### src/rtl/execute_cc_if.sv
// execute_cc_if: bundles every execute-stage signal around the ALU.
//   slave  modport: the execute_cc_stage side. It takes E inputs, the ALU result and
//                   M/W control, and produces ALU control, cc, cnd, dstE and the M register.
//   master modport: the driving side (pipeline or testbench).
interface execute_cc_if #(
    parameter int W = 64
);
    logic [1:0]   E_stat;
    logic [3:0]   E_icode;
    logic [3:0]   E_ifun;
    logic [W-1:0] E_valA;
    logic [3:0]   E_dstE;
    logic [3:0]   E_dstM;
    logic [1:0]   alu_control;
    logic [W-1:0] e_valE;
    logic         e_of;
    logic         m_exc;
    logic         W_exc;
    logic         M_stall;
    logic         M_bubble;
    logic [2:0]   cc;
    logic         e_cnd;
    logic [3:0]   e_dstE;
    logic [1:0]   M_stat;
    logic [3:0]   M_icode;
    logic         M_cnd;
    logic [W-1:0] M_valE;
    logic [W-1:0] M_valA;
    logic [3:0]   M_dstE;
    logic [3:0]   M_dstM;

    modport slave (
        input  E_stat, E_icode, E_ifun, E_valA, E_dstE, E_dstM,
        input  e_valE, e_of, m_exc, W_exc, M_stall, M_bubble,
        output alu_control, cc, e_cnd, e_dstE,
        output M_stat, M_icode, M_cnd, M_valE, M_valA, M_dstE, M_dstM
    );

    modport master (
        output E_stat, E_icode, E_ifun, E_valA, E_dstE, E_dstM,
        output e_valE, e_of, m_exc, W_exc, M_stall, M_bubble,
        input  alu_control, cc, e_cnd, e_dstE,
        input  M_stat, M_icode, M_cnd, M_valE, M_valA, M_dstE, M_dstM
    );
endinterface

### src/rtl/execute_cc_stage.sv
// execute_cc_stage: Y86-64 execute-stage control and state.
//   clk, rst_n : rising-edge clock, asynchronous active-low reset.
//   bus        : execute_cc_if.slave.
//                - E-register fields in.
//                - ALU result/overflow in.
//                - m_exc/W_exc, M_stall/M_bubble in.
//                - alu_control, cc {ZF,SF,OF}, e_cnd and e_dstE out.
//                - Registered E->M pipeline outputs.
module execute_cc_stage #(
    parameter int         W     = 64,
    parameter logic [3:0] RNONE = 4'hF
) (
    input  logic          clk,
    input  logic          rst_n,
    execute_cc_if.slave   bus
);
    localparam logic [3:0] I_NOP    = 4'd1;
    localparam logic [3:0] I_RRMOVQ = 4'd2;
    localparam logic [3:0] I_OPQ    = 4'd6;
    localparam logic [3:0] I_JXX    = 4'd7;

    typedef struct packed {
        logic [1:0]   stat;
        logic [3:0]   icode;
        logic         cnd;
        logic [W-1:0] valE;
        logic [W-1:0] valA;
        logic [3:0]   dstE;
        logic [3:0]   dstM;
    } m_reg_t;

    localparam m_reg_t M_NOP = '{stat: 2'd0, icode: I_NOP, cnd: 1'b0,
                                 valE: '0, valA: '0, dstE: RNONE, dstM: RNONE};

    logic [2:0] cc_q;
    m_reg_t     m_q;
    logic       zf, sf, of_f, so;
    logic       cond;
    logic       cnd;
    logic [3:0] dst_e;
    logic       set_cc;

    assign zf   = cc_q[2];
    assign sf   = cc_q[1];
    assign of_f = cc_q[0];
    assign so   = sf ^ of_f;

    // Condition is evaluated against the cc already committed, so an OPq
    // in E does not affect its own cycle's branch/cmov decision.
    always_comb begin
        cond = 1'b0;
        case (bus.E_ifun)
            4'd0:    cond = 1'b1;
            4'd1:    cond = so | zf;
            4'd2:    cond = so;
            4'd3:    cond = zf;
            4'd4:    cond = ~zf;
            4'd5:    cond = ~so;
            4'd6:    cond = ~so & ~zf;
            default: cond = 1'b0;
        endcase
    end

    assign cnd    = ((bus.E_icode == I_RRMOVQ) || (bus.E_icode == I_JXX)) ? cond : 1'b0;
    // A cmov that fails its condition must not write its destination.
    assign dst_e  = ((bus.E_icode == I_RRMOVQ) && !cnd) ? RNONE : bus.E_dstE;
    // An exception further down the pipe kills this OPq's flag write for good.
    assign set_cc = (bus.E_icode == I_OPQ) && !bus.m_exc && !bus.W_exc;

    assign bus.alu_control = (bus.E_icode == I_OPQ) ? bus.E_ifun[1:0] : 2'b00;
    assign bus.e_cnd       = cnd;
    assign bus.e_dstE      = dst_e;
    assign bus.cc          = cc_q;

    always_ff @(posedge clk or negedge rst_n) begin
        if (!rst_n) begin
            cc_q <= 3'b100;
        end else if (set_cc) begin
            cc_q <= {(bus.e_valE == '0), bus.e_valE[W-1], bus.e_of};
        end
    end

    // Bubble wins over stall so a squashed instruction can never be held.
    always_ff @(posedge clk or negedge rst_n) begin
        if (!rst_n) begin
            m_q <= M_NOP;
        end else if (bus.M_bubble) begin
            m_q <= M_NOP;
        end else if (!bus.M_stall) begin
            m_q <= '{stat: bus.E_stat, icode: bus.E_icode, cnd: cnd,
                     valE: bus.e_valE, valA: bus.E_valA,
                     dstE: dst_e, dstM: bus.E_dstM};
        end
    end

    assign bus.M_stat  = m_q.stat;
    assign bus.M_icode = m_q.icode;
    assign bus.M_cnd   = m_q.cnd;
    assign bus.M_valE  = m_q.valE;
    assign bus.M_valA  = m_q.valA;
    assign bus.M_dstE  = m_q.dstE;
    assign bus.M_dstM  = m_q.dstM;
endmodule

### src/flat_wrapper.sv
// flat-port wrapper written by rule: the top's interface ports become plain ports
module execute_cc_stage_flat 
#(
    parameter int         W     = 64,
    parameter logic [3:0] RNONE = 4'hF
)
  (clk, rst_n, bus_E_stat, bus_E_icode, bus_E_ifun, bus_E_valA, bus_E_dstE, bus_E_dstM, bus_e_valE, bus_e_of, bus_m_exc, bus_W_exc, bus_M_stall, bus_M_bubble, bus_alu_control, bus_cc, bus_e_cnd, bus_e_dstE, bus_M_stat, bus_M_icode, bus_M_cnd, bus_M_valE, bus_M_valA, bus_M_dstE, bus_M_dstM);
  execute_cc_if #(.W(W)) bus_i ();
  input  logic clk;
  input  logic rst_n;
  input wire logic [$bits(bus_i.E_stat)-1:0] bus_E_stat;
  input wire logic [$bits(bus_i.E_icode)-1:0] bus_E_icode;
  input wire logic [$bits(bus_i.E_ifun)-1:0] bus_E_ifun;
  input wire logic [$bits(bus_i.E_valA)-1:0] bus_E_valA;
  input wire logic [$bits(bus_i.E_dstE)-1:0] bus_E_dstE;
  input wire logic [$bits(bus_i.E_dstM)-1:0] bus_E_dstM;
  input wire logic [$bits(bus_i.e_valE)-1:0] bus_e_valE;
  input wire logic [$bits(bus_i.e_of)-1:0] bus_e_of;
  input wire logic [$bits(bus_i.m_exc)-1:0] bus_m_exc;
  input wire logic [$bits(bus_i.W_exc)-1:0] bus_W_exc;
  input wire logic [$bits(bus_i.M_stall)-1:0] bus_M_stall;
  input wire logic [$bits(bus_i.M_bubble)-1:0] bus_M_bubble;
  output wire logic [$bits(bus_i.alu_control)-1:0] bus_alu_control;
  output wire logic [$bits(bus_i.cc)-1:0] bus_cc;
  output wire logic [$bits(bus_i.e_cnd)-1:0] bus_e_cnd;
  output wire logic [$bits(bus_i.e_dstE)-1:0] bus_e_dstE;
  output wire logic [$bits(bus_i.M_stat)-1:0] bus_M_stat;
  output wire logic [$bits(bus_i.M_icode)-1:0] bus_M_icode;
  output wire logic [$bits(bus_i.M_cnd)-1:0] bus_M_cnd;
  output wire logic [$bits(bus_i.M_valE)-1:0] bus_M_valE;
  output wire logic [$bits(bus_i.M_valA)-1:0] bus_M_valA;
  output wire logic [$bits(bus_i.M_dstE)-1:0] bus_M_dstE;
  output wire logic [$bits(bus_i.M_dstM)-1:0] bus_M_dstM;
  assign bus_i.E_stat = bus_E_stat;
  assign bus_i.E_icode = bus_E_icode;
  assign bus_i.E_ifun = bus_E_ifun;
  assign bus_i.E_valA = bus_E_valA;
  assign bus_i.E_dstE = bus_E_dstE;
  assign bus_i.E_dstM = bus_E_dstM;
  assign bus_i.e_valE = bus_e_valE;
  assign bus_i.e_of = bus_e_of;
  assign bus_i.m_exc = bus_m_exc;
  assign bus_i.W_exc = bus_W_exc;
  assign bus_i.M_stall = bus_M_stall;
  assign bus_i.M_bubble = bus_M_bubble;
  assign bus_alu_control = bus_i.alu_control;
  assign bus_cc = bus_i.cc;
  assign bus_e_cnd = bus_i.e_cnd;
  assign bus_e_dstE = bus_i.e_dstE;
  assign bus_M_stat = bus_i.M_stat;
  assign bus_M_icode = bus_i.M_icode;
  assign bus_M_cnd = bus_i.M_cnd;
  assign bus_M_valE = bus_i.M_valE;
  assign bus_M_valA = bus_i.M_valA;
  assign bus_M_dstE = bus_i.M_dstE;
  assign bus_M_dstM = bus_i.M_dstM;
  execute_cc_stage #(.W(W), .RNONE(RNONE)) u_core (.clk(clk), .rst_n(rst_n), .bus(bus_i));
endmodule
### config.mk
export PLATFORM = sky130hd
export DESIGN_NAME = execute_cc_stage_flat
export DESIGN_NICKNAME = d
export VERILOG_FILES = /design/src/rtl/execute_cc_if.sv /design/src/rtl/execute_cc_stage.sv /design/src/flat_wrapper.sv
export SDC_FILE = /design/constraint.sdc
export NUM_CORES = 1
export LEC_CHECK = 0
export CAP_MARGIN = 15
export CORE_ASPECT_RATIO = 1.5
export CORE_MARGIN = 2
export CORE_UTILIZATION = 40
export CTS_CLUSTER_SIZE = 30
export DETAILED_ROUTE_END_ITERATION = 8
export PLACE_DENSITY_LB_ADDON = 0.2
export SLEW_MARGIN = 25
export SYNTH_ARGS = -nofsm -noshare
export SYNTH_HDL_FRONTEND = slang
export SYNTH_SLANG_ARGS = --single-unit
export TNS_END_PERCENT = 30
### constraint.sdc
create_clock -name clk -period 2.1 [get_ports clk]
set_clock_uncertainty 0.2 [all_clocks]
set_input_delay 0.315 -clock clk [delete_from_list [all_inputs] [get_ports clk]]
set_output_delay 0.315 -clock clk [all_outputs]
set_load 0.01 [all_outputs]
==> run_results.csv, run 1 <==
group,metric,value,unit
floorplan,die_y,156,µm
cells_and_area,nFillCells,1137,
min_path,hold_class,"input pin to flop",
detailed_routing,vias,5257,
yosys,synth_fp_nets,676,
worst_setup_path,crit_fanout,4,
yosys,synth.distinct_cells,29,
timing,rsz0062_at_grt,"yes",
cells_and_area,regArea,3670,µm²
yosys,synth_area,6160,µm²
timing,worst_slew_pin_slew,0.489,ns
cells_and_area,synthToLayoutAreaGrowth,67.7,%
clocking,cts_buffers,17,
clocking,clk_latency,0.41,ns
global_routing,grt_pass1_wl,29800,µm
yosys,synth.area.top_cells,"dfrtp_1 55%, mux2i_1 22%, nor2_1 8.5%",
worst_setup_path,reg2reg_from,"u_core.bus.cc[2]$_DFFE_PN1P_",
floorplan,die_area,16400,µm²
min_path,min-delay-start,"bus_M_bubble",
worst_setup_path,worstPathRequired,1.58,ns
floorplan,rows,55,
cells_and_area,drive_above_1_share,11.9,%
power_and_ir_drop,power_leakage,4.79,nW
timing,max_freq,435,MHz
global_routing,grt_usage,23.1,%
power_and_ir_drop,power,7.42,mW
worst_setup_path,cp.arrival,1.79,ns
global_routing,antenna_found_initial,0,
clocking,clock-sinks,146,
yosys,synth_edf_count,0,
timing,hold_viol,0,
worst_setup_path,slowest_delay,0.58,ns
yosys,postSynthAreaPerCell,11.8,µm²
clocking,clk_pin_slew,0.07,ns
detailed_routing,drtIter0Drc,180,
detailed_routing,viasPerCell,4.92,
yosys,syn_inst,523,
worst_setup_path,crit_slowest_cell,"dfstp_2",
placement,place.gp.congestion,0.824,
cells_and_area,final_common_cell,"clkdlybuf4s50_1",
yosys,async_flop_share,100,%
worst_setup_path,rr_endpoint,"u_core.bus.M_cnd$_DFFE_PN0P_",
floorplan,coreArea,15100,µm²
floorplan,io_pins,306,
timing,drv_slew,0,
cells_and_area,multi_input_area,2370,µm²
worst_setup_path,cp_cell_sequence,"inv_2 > mux2i_1 > nor3_2 > o21ai_1 > buf_4 > nand2b_1 > buf_2",
worst_setup_path,crit_type,"flop to output port",
global_routing,grt_overflow_total,0,
floorplan,dieWidth,105,µm
job,cap_viol_max_count,0,
min_path,min_to,"u_core.bus.M_valA[49]$_DFFE_PN0P_",
clocking,clock_path_buffers,2,
detailed_routing,routed_wl,18800,µm
clocking,htreeDepth,4,
yosys,synth_seq_cells,146,
power_and_ir_drop,peakVddDrop,500,µV
yosys,synth_top_cell_by_area,"dfrtp_1",
worst_setup_path,cp-end-kind,"output port",
power_and_ir_drop,pwr_density_cell,719,nW/µm²
placement,portBuffers,305,
yosys,ys.flop_type,"dfrtp_1",
timing,fin_crit,2.30,ns
worst_setup_path,reg2regPathDepth,7,
worst_setup_path,rrSetupSlack,0.16,ns
timing,fin_crit_sh,110,%
cells_and_area,n_antenna_cell,0,
floorplan,start_util,40.8,%
placement,dp_hpwl,14000,µm
status,violations,"setup timing",
global_routing,grt_pass1_vias,5663,
global_routing,grt_max_degree,62,
placement,place_ws,-0.626,ns
clocking,cts_tree,"yes",
yosys,ys.warnings.count,0,
yosys,yosysSeqAreaShare,59.6,%
detailed_routing,dr.pass1.iters,4,
min_path,holdPathStages,2,
timing,setup_viol,5,
cells_and_area,layout_common_cells,"289 x clkdlybuf4s50_1, 138 x nor2_1, 136 x dfrtp_1",
detailed_routing,wl_per_cell,17.6,µm
detailed_routing,ant_nets,0,
cells_and_area,final_nets,1009,
detailed_routing,remaining_drc_errors,0,
clocking,clockRootBuffer,"clkbuf_16",
yosys,synth_top_cell_area_share,55.3,%
worst_setup_path,crit_path_start_kind,"flop",
timing,setup_slack,-0.200,ns
status,status,"finished, violations left",
timing,slew_headroom,67.4,%
cells by family (layout without fill, tap and decap cells):
family	count (synthesis)	in the layout	synth area share [%]
buffers and inverters	34	380	2.38
AO/OA/AOI/OAI	15	15	1.77
flip-flops	146	146	59.6
AND/OR/NAND/NOR	190	190	13.9
multiplexers	136	136	22.2
XOR/XNOR	2	2	0.285
critical path, delay by kind of cell, from the launching register on:
kind	cells	cell delay [ns]
compound gates	1	0.14
flops	1	0.58
simple gates	2	0.15
mux	1	0.17
buf+inv	3	0.33
Yosys cell counts (3+ instances only):
| cell type | n |
|---|---|
| o22ai_1 | 4 |
| nand2_1 | 3 |
| nand2b_1 | 6 |
| a211o_1 | 5 |
| mux2i_1 | 134 |
| nor2b_1 | 5 |
| nor4_1 | 16 |
| or3_1 | 5 |
| nand4_1 | 4 |
| dfstp_2 | 10 |
| clkbuf_1 | 17 |
| nor2_1 | 139 |
| nor3_1 | 5 |
| dfrtp_1 | 136 |
| buf_2 | 15 |
repair_timing:
action | CTS | global route
hold buffers | 1 | 0
cloned | 0 | 0
hold endpoints to repair | 39 | 0
setup endpoints to repair | 8 | 7
setup buffers | 0 | 1
pin swaps | 3 | 0
gates resized for setup | 35 | 5
metal layers:
metal / vias up / wire [µm] / global-route usage, %
li1: 2458 / - / -
met1: 2537 / 7220 / 26.4
met2: 236 / 9530 / 40.2
met3: 26 / 1640 / 7.98
met4: 0 / 414 / 7.81
met5: - / 0 / 0
stage by stage:
stage / cell area [µm²] / hold WS (ns) / util, % / std cells / setup TNS [ns]
after floorplan: 6160 / -0.181 / - / 523 / 0
after global placement: 9720 / 0.0492 / 64.5 / 1034 / -4.11
after detailed placement: 9720 / 0.0538 / 64.5 / 1034 / -4.18
after CTS: 10300 / 0.112 / 68.4 / 1067 / -0.873
after global routing: 10300 / 0.125 / 68.5 / 1068 / -1.38
final: 10300 / 0.121 / 68.5 / 1068 / -0.954
registers in the layout, summed over array words and instances, names as in the netlist:
signal              flops
u_core.bus.M_dstE       4
u_core.bus.M_cnd        1
u_core.bus.M_stat       2
u_core.bus.cc           3
u_core.bus.M_valE      64
u_core.bus.M_dstM       4
u_core.bus.M_icode      4
u_core.bus.M_valA      64
worst max-delay path by stage:
stage,from,endpoint,cells after the start
3_3_place_gp,bus_E_icode[2],bus_e_dstE[3],8
2_1_floorplan,u_core.bus.cc[0]$_DFFE_PN0P_,bus_e_dstE[0],4
6_report,u_core.bus.cc[2]$_DFFE_PN1P_,bus_e_dstE[3],7
4_1_cts,u_core.bus.cc[2]$_DFFE_PN1P_,bus_e_dstE[3],7
3_5_place_dp,bus_E_icode[2],bus_e_dstE[3],8
5_1_grt,u_core.bus.cc[2]$_DFFE_PN1P_,bus_e_dstE[1],7
where the power goes:
part	leakage, nW	switching (mW)	internal, mW
logic	2.59	0.564	0.782
clock network	0.283	1.26	1.74
registers	1.91	0.0940	2.98
total	4.79	1.92	5.51
cell type report:
cell class / instances / share of cell area, %
clock inverter: 13 / 1.34
tap: 199 / 2.41
clock buffer: 19 / 4.39
multi-input combinational: 343 / 22.9
timing repair buffer: 347 / 33.4
inverter: 1 / 0.0364
sequential: 146 / 35.5
(Power assumes the default switching activity.)
==> run 2, diff against run 1 <==
--- a/config.mk
+++ b/config.mk
@@ -12,6 +12,7 @@
 export CTS_CLUSTER_SIZE = 30
 export DETAILED_ROUTE_END_ITERATION = 8
 export PLACE_DENSITY_LB_ADDON = 0.2
+export SKIP_CTS_REPAIR_TIMING = 1
 export SLEW_MARGIN = 25
 export SYNTH_ARGS = -nofsm -noshare
 export SYNTH_HDL_FRONTEND = slang
==> run 2 against run 1 <==
  * The flow still finishes with violations (setup timing)
  * Hold slack hardly changed
  * Non-clock buffer count is 1 lower
  * Flip-flop and latch count stayed put
  * Sequential power hardly changed
  * Combinational power hardly changed
  * Maximum frequency hardly changed
  * Critical path depth is 1 higher
  * First-iteration DRC count is 2.8% higher
  * Final area is 0.39% higher
  * Sequential share of layout area is 0.14 points lower
  * Register-to-register slack better by 0.11 ns
  * Count of clock-buffer cells in the layout stayed put
  * Critical path type is now input pin to output port
  * Critical endpoint unchanged
==> run_results.csv, run 2 (same netlist as run 1, synthesis figures left out) <==
group,metric,value,unit
status,status,"finished, violations left",
status,violations,"setup timing",
placement,dpl.cell_count,1034,
worst_setup_path,crit_family,"buffers and inverters",
clocking,clockRootBuffer,"clkbuf_16",
detailed_routing,ant_nets,0,
placement,place_area,9720,µm²
timing,setup_tns,-0.907,ns
detailed_routing,vias,5243,
clocking,cts_buffers,17,
power_and_ir_drop,pwr_density_cell,716,nW/µm²
detailed_routing,dr.pass1.iters,4,
timing,fin_crit_sh,109,%
worst_setup_path,worst_path_most_repeated_cell,"nand2b_1",
detailed_routing,viasPerCell,4.91,
placement,portBuffers,305,
cells_and_area,drive_above_1_share,11.8,%
global_routing,antenna_found_initial,0,
min_path,holdPathStages,2,
clocking,clock_path_buffers,2,
min_path,hold_class,"input pin to flop",
worst_setup_path,crit_path_start_kind,"input pin",
detailed_routing,drtIter0Drc,185,
clocking,clk_latency,0.41,ns
placement,dp_hpwl,14000,µm
global_routing,grt_pass1_wl,29800,µm
floorplan,dieWidth,105,µm
cells_and_area,final_cells,1067,
timing,fin_crit,2.30,ns
cells_and_area,fin_area,10400,µm²
timing,hold_viol,0,
timing,setup_viol,5,
power_and_ir_drop,peakVddDrop,501,µV
worst_setup_path,crit_type,"input pin to output port",
detailed_routing,wl_per_cell,17.5,µm
worst_setup_path,path_depth,8,
global_routing,grt_overflow_total,0,
floorplan,die_y,156,µm
clocking,cts_tree,"yes",
timing,drv_slew,0,
worst_setup_path,cp-end-kind,"output port",
floorplan,rows,55,
worst_setup_path,reg2regPathDepth,6,
timing,fin_hold_ws,0.121,ns
worst_setup_path,crit_fanout,5,
global_routing,grt_usage,23.1,%
min_path,min_to,"u_core.bus.M_valA[43]$_DFFE_PN0P_",
min_path,min-delay-start,"bus_M_bubble",
timing,worst_slew_pin_slew,0.489,ns
detailed_routing,routed_wl,18700,µm
cells_and_area,nFillCells,1124,
worst_setup_path,rr_endpoint,"u_core.bus.M_cnd$_DFFE_PN0P_",
placement,place_ws,-0.626,ns
placement,place.gp.congestion,0.824,
worst_setup_path,worstPathRequired,1.58,ns
worst_setup_path,crit_slowest_cell,"clkdlybuf4s50_1",
global_routing,grt_max_degree,62,
cells_and_area,layout_common_cells,"290 x clkdlybuf4s50_1, 139 x nor2_1, 136 x dfrtp_1",
floorplan,start_util,40.8,%
clocking,clock-sinks,146,
worst_setup_path,cp_cell_sequence,"clkdlybuf4s50_1 > nand2b_1 > a21oi_2 > o211ai_2 > o21ai_2 > buf_6 > nand2b_1 > clkbuf_2",
cells_and_area,final_common_cell,"clkdlybuf4s50_1",
floorplan,io_pins,306,
worst_setup_path,slowest_delay,0.58,ns
detailed_routing,remaining_drc_errors,0,
worst_setup_path,cp.arrival,1.78,ns
timing,rsz0062_at_grt,"yes",
worst_setup_path,reg2reg_from,"u_core.bus.cc[2]$_DFFE_PN1P_",
cells_and_area,synthToLayoutAreaGrowth,68.4,%
cells_and_area,final_nets,1008,
clocking,htreeDepth,4,
floorplan,coreArea,15100,µm²
power_and_ir_drop,power_leakage,4.88,nW
timing,max_freq,435,MHz
worst_setup_path,rrSetupSlack,0.27,ns
worst_setup_path,crit_buf_inv,3,
timing,slew_headroom,67.4,%
timing,setup_slack,-0.199,ns
global_routing,grt_pass1_vias,5660,
clocking,clk_pin_slew,0.06,ns
job,cap_viol_max_count,0,
floorplan,die_area,16400,µm²
cells_and_area,n_antenna_cell,0,
[run 2: metal layers]
layer / track usage (%) / vias up / wire, µm
li1: - / 2456 / -
met1: 26.3 / 2525 / 7110
met2: 40.1 / 236 / 9510
met3: 7.98 / 26 / 1680
met4: 7.81 / 0 / 415
met5: 0 / - / 0
[run 2: cell type report]
type,instances,area [µm²],share of cell area [%]
Sequential cell,146,3670,35.4
Timing Repair Buffer,346,3470,33.5
Tap cell,199,249,2.40
Inverter,1,3.75,0.0362
Clock inverter,13,139,1.34
Clock buffer,19,453,4.37
Multi-Input combinational cell,343,2380,23.0
[run 2: metrics by stage]
stage / power, mW / util, %
6_report: 7.43 / 68.8
5_1_grt: 7.74 / 68.8
4_1_cts: 7.49 / 68.4
3_5_place_dp: 4.47 / 64.5
3_3_place_gp: 4.44 / 64.5
2_1_floorplan: 3.58 / -
[run 2: worst max-delay path by stage]
stage                                       startpoint            end  slack, ns
final                                    bus_E_ifun[0]  bus_e_dstE[3]      -0.20
after global routing                     bus_E_ifun[0]  bus_e_dstE[3]      -0.31
after CTS                               bus_E_icode[2]  bus_e_dstE[3]      -0.62
after detailed placement                bus_E_icode[2]  bus_e_dstE[3]      -0.63
after global placement                  bus_E_icode[2]  bus_e_dstE[3]      -0.63
after floorplan           u_core.bus.cc[0]$_DFFE_PN0P_  bus_e_dstE[0]       0.18
[run 2: power by group]
| part | switching, mW | internal [mW] |
|---|---|---|
| combinational | 0.563 | 0.784 |
| sequential | 0.0964 | 2.98 |
| clock | 1.26 | 1.74 |
==> run 3, diff against run 2 <==
--- a/config.mk
+++ b/config.mk
@@ -11,6 +11,7 @@
 export CORE_UTILIZATION = 40
 export CTS_CLUSTER_SIZE = 30
 export DETAILED_ROUTE_END_ITERATION = 8
+export DONT_BUFFER_PORTS = 1
 export PLACE_DENSITY_LB_ADDON = 0.2
 export SKIP_CTS_REPAIR_TIMING = 1
 export SLEW_MARGIN = 25
==> run 3 against run 2 <==
  * The run now fails in 5_1_grt
  * Synthesized cell count did not move
  * Area after synthesis did not move
==> run_results.csv, run 3 <==
group,metric,value,unit
status,status,"did not finish",
status,haltStage,"5_1_grt",
status,tool.error,"[ERROR RSZ-0060] Max buffer count reached.",
global_routing,grt_max_degree,151,
yosys,syn_inst,523,
yosys,ys.flop_type,"dfrtp_1",
yosys,synth_area,6160,µm²
placement,dpl.cell_count,696,
clocking,clock-sinks,146,
floorplan,rows,55,
clocking,clockRootBuffer,"clkbuf_16",
floorplan,io_pins,306,
yosys,synth_top_cell_area_share,55.3,%
clocking,cts_buffers,17,
yosys,ys.warnings.count,0,
yosys,postSynthAreaPerCell,11.8,µm²
yosys,synth_top_cell_by_area,"dfrtp_1",
yosys,synth_seq_cells,146,
placement,place.gp.congestion,0.828,
floorplan,start_util,40.8,%
timing,endpoint_type,"top-level output",
yosys,synth.distinct_cells,29,
yosys,synth.area.top_cells,"dfrtp_1 55%, mux2i_1 22%, nor2_1 8.5%",
floorplan,dieWidth,105,µm
yosys,yosys-top-cells-count,"139 x nor2_1, 136 x dfrtp_1, 134 x mux2i_1, 17 x clkbuf_1, 16 x nor4_1",
yosys,yosysSeqAreaShare,59.6,%
yosys,synth_fp_nets,676,
yosys,async_flop_share,100,%
clocking,clock_path_buffers,2,
placement,dp_hpwl,10600,µm
yosys,synth_most_common_cell,"nor2_1",
placement,place_area,6310,µm²
timing,postGrtWorstEndpoint,"bus_e_dstE[3]",
placement,portBuffers,0,
floorplan,die_y,156,µm
clocking,htreeDepth,4,
yosys,synth_edf_count,0,
-- run 3: cell counts after synthesis --
No cell type changed its count.
-- run 3: cells by family after synthesis --
kind of cell	synth area share, %
multiplexers	22.2
AND/OR/NAND/NOR	13.9
AO/OA/AOI/OAI	1.77
XOR/XNOR	0.285
buffers and inverters	2.38
flip-flops	59.6
-- run 3: through the flow --
step	TNS, ns	setup WS [ns]
floorplan	0	0.179
global placement	0	0.0328
detailed placement	-0.0197	-0.0197
CTS	-0.961	-0.219
==> run 4, diff against run 3 <==
--- a/config.mk
+++ b/config.mk
@@ -6,13 +6,11 @@
 export NUM_CORES = 1
 export LEC_CHECK = 0
 export CAP_MARGIN = 15
-export CORE_ASPECT_RATIO = 1.5
 export CORE_MARGIN = 2
-export CORE_UTILIZATION = 40
-export CTS_CLUSTER_SIZE = 30
+export CORE_UTILIZATION = 25
 export DETAILED_ROUTE_END_ITERATION = 8
 export DONT_BUFFER_PORTS = 1
-export PLACE_DENSITY_LB_ADDON = 0.2
+export PLACE_DENSITY_LB_ADDON = 0.15
 export SKIP_CTS_REPAIR_TIMING = 1
 export SLEW_MARGIN = 25
 export SYNTH_ARGS = -nofsm -noshare
==> run 4 against run 3 <==
  * The run again fails in 5_1_grt
  * Area after synthesis unchanged
  * Synthesized cell count is the same
==> run_results.csv, run 4 <==
group,metric,value,unit
status,tool.error,"[ERROR RSZ-0060] Max buffer count reached.",
clocking,clock-sinks,146,
yosys,synth_fp_nets,676,
yosys,synth_area,6160,µm²
floorplan,rows,57,
yosys,postSynthAreaPerCell,11.8,µm²
placement,place.gp.congestion,0.733,
yosys,synth.distinct_cells,29,
yosys,synth_top_cell_area_share,55.3,%
clocking,clock_path_buffers,2,
yosys,ys.warnings.count,0,
floorplan,die_y,161,µm
yosys,synth_edf_count,0,
clocking,htreeDepth,4,
yosys,yosys-top-cells-count,"139 x nor2_1, 136 x dfrtp_1, 134 x mux2i_1, 17 x clkbuf_1, 16 x nor4_1",
yosys,synth_top_cell_by_area,"dfrtp_1",
floorplan,start_util,25.4,%
floorplan,dieWidth,161,µm
placement,place_area,6490,µm²
timing,postGrtWorstEndpoint,"bus_e_dstE[2]",
floorplan,io_pins,306,
status,status,"did not finish",
yosys,syn_inst,523,
yosys,yosysSeqAreaShare,59.6,%
placement,dp_hpwl,11600,µm
timing,endpoint_type,"top-level output",
yosys,synth.area.top_cells,"dfrtp_1 55%, mux2i_1 22%, nor2_1 8.5%",
status,haltStage,"5_1_grt",
yosys,synth_most_common_cell,"nor2_1",
clocking,clockRootBuffer,"clkbuf_16",
placement,portBuffers,0,
yosys,ys.flop_type,"dfrtp_1",
yosys,synth_seq_cells,146,
clocking,cts_buffers,17,
yosys,async_flop_share,100,%
global_routing,grt_max_degree,151,
==> run 4: logic make-up after synthesis <==
logic type / after synthesis / share of synthesized area (%)
AOI/OAI and AO/OA: 15 / 1.77
buffers and inverters: 34 / 2.38
muxes: 136 / 22.2
DFF: 146 / 59.6
and+or+nand+nor: 190 / 13.9
xor gates and xnor gates: 2 / 0.285
==> run 4: per-stage QoR <==
stage          hold WS [ns]  cells  setup WS (ns)  utilization (%)
2_1_floorplan        -0.181    523          0.179                -
3_3_place_gp         -0.177    824       -0.00942             26.8
3_5_place_dp         -0.178    824         0.0473             26.8
4_1_cts              -0.637    856         -0.270             29.3
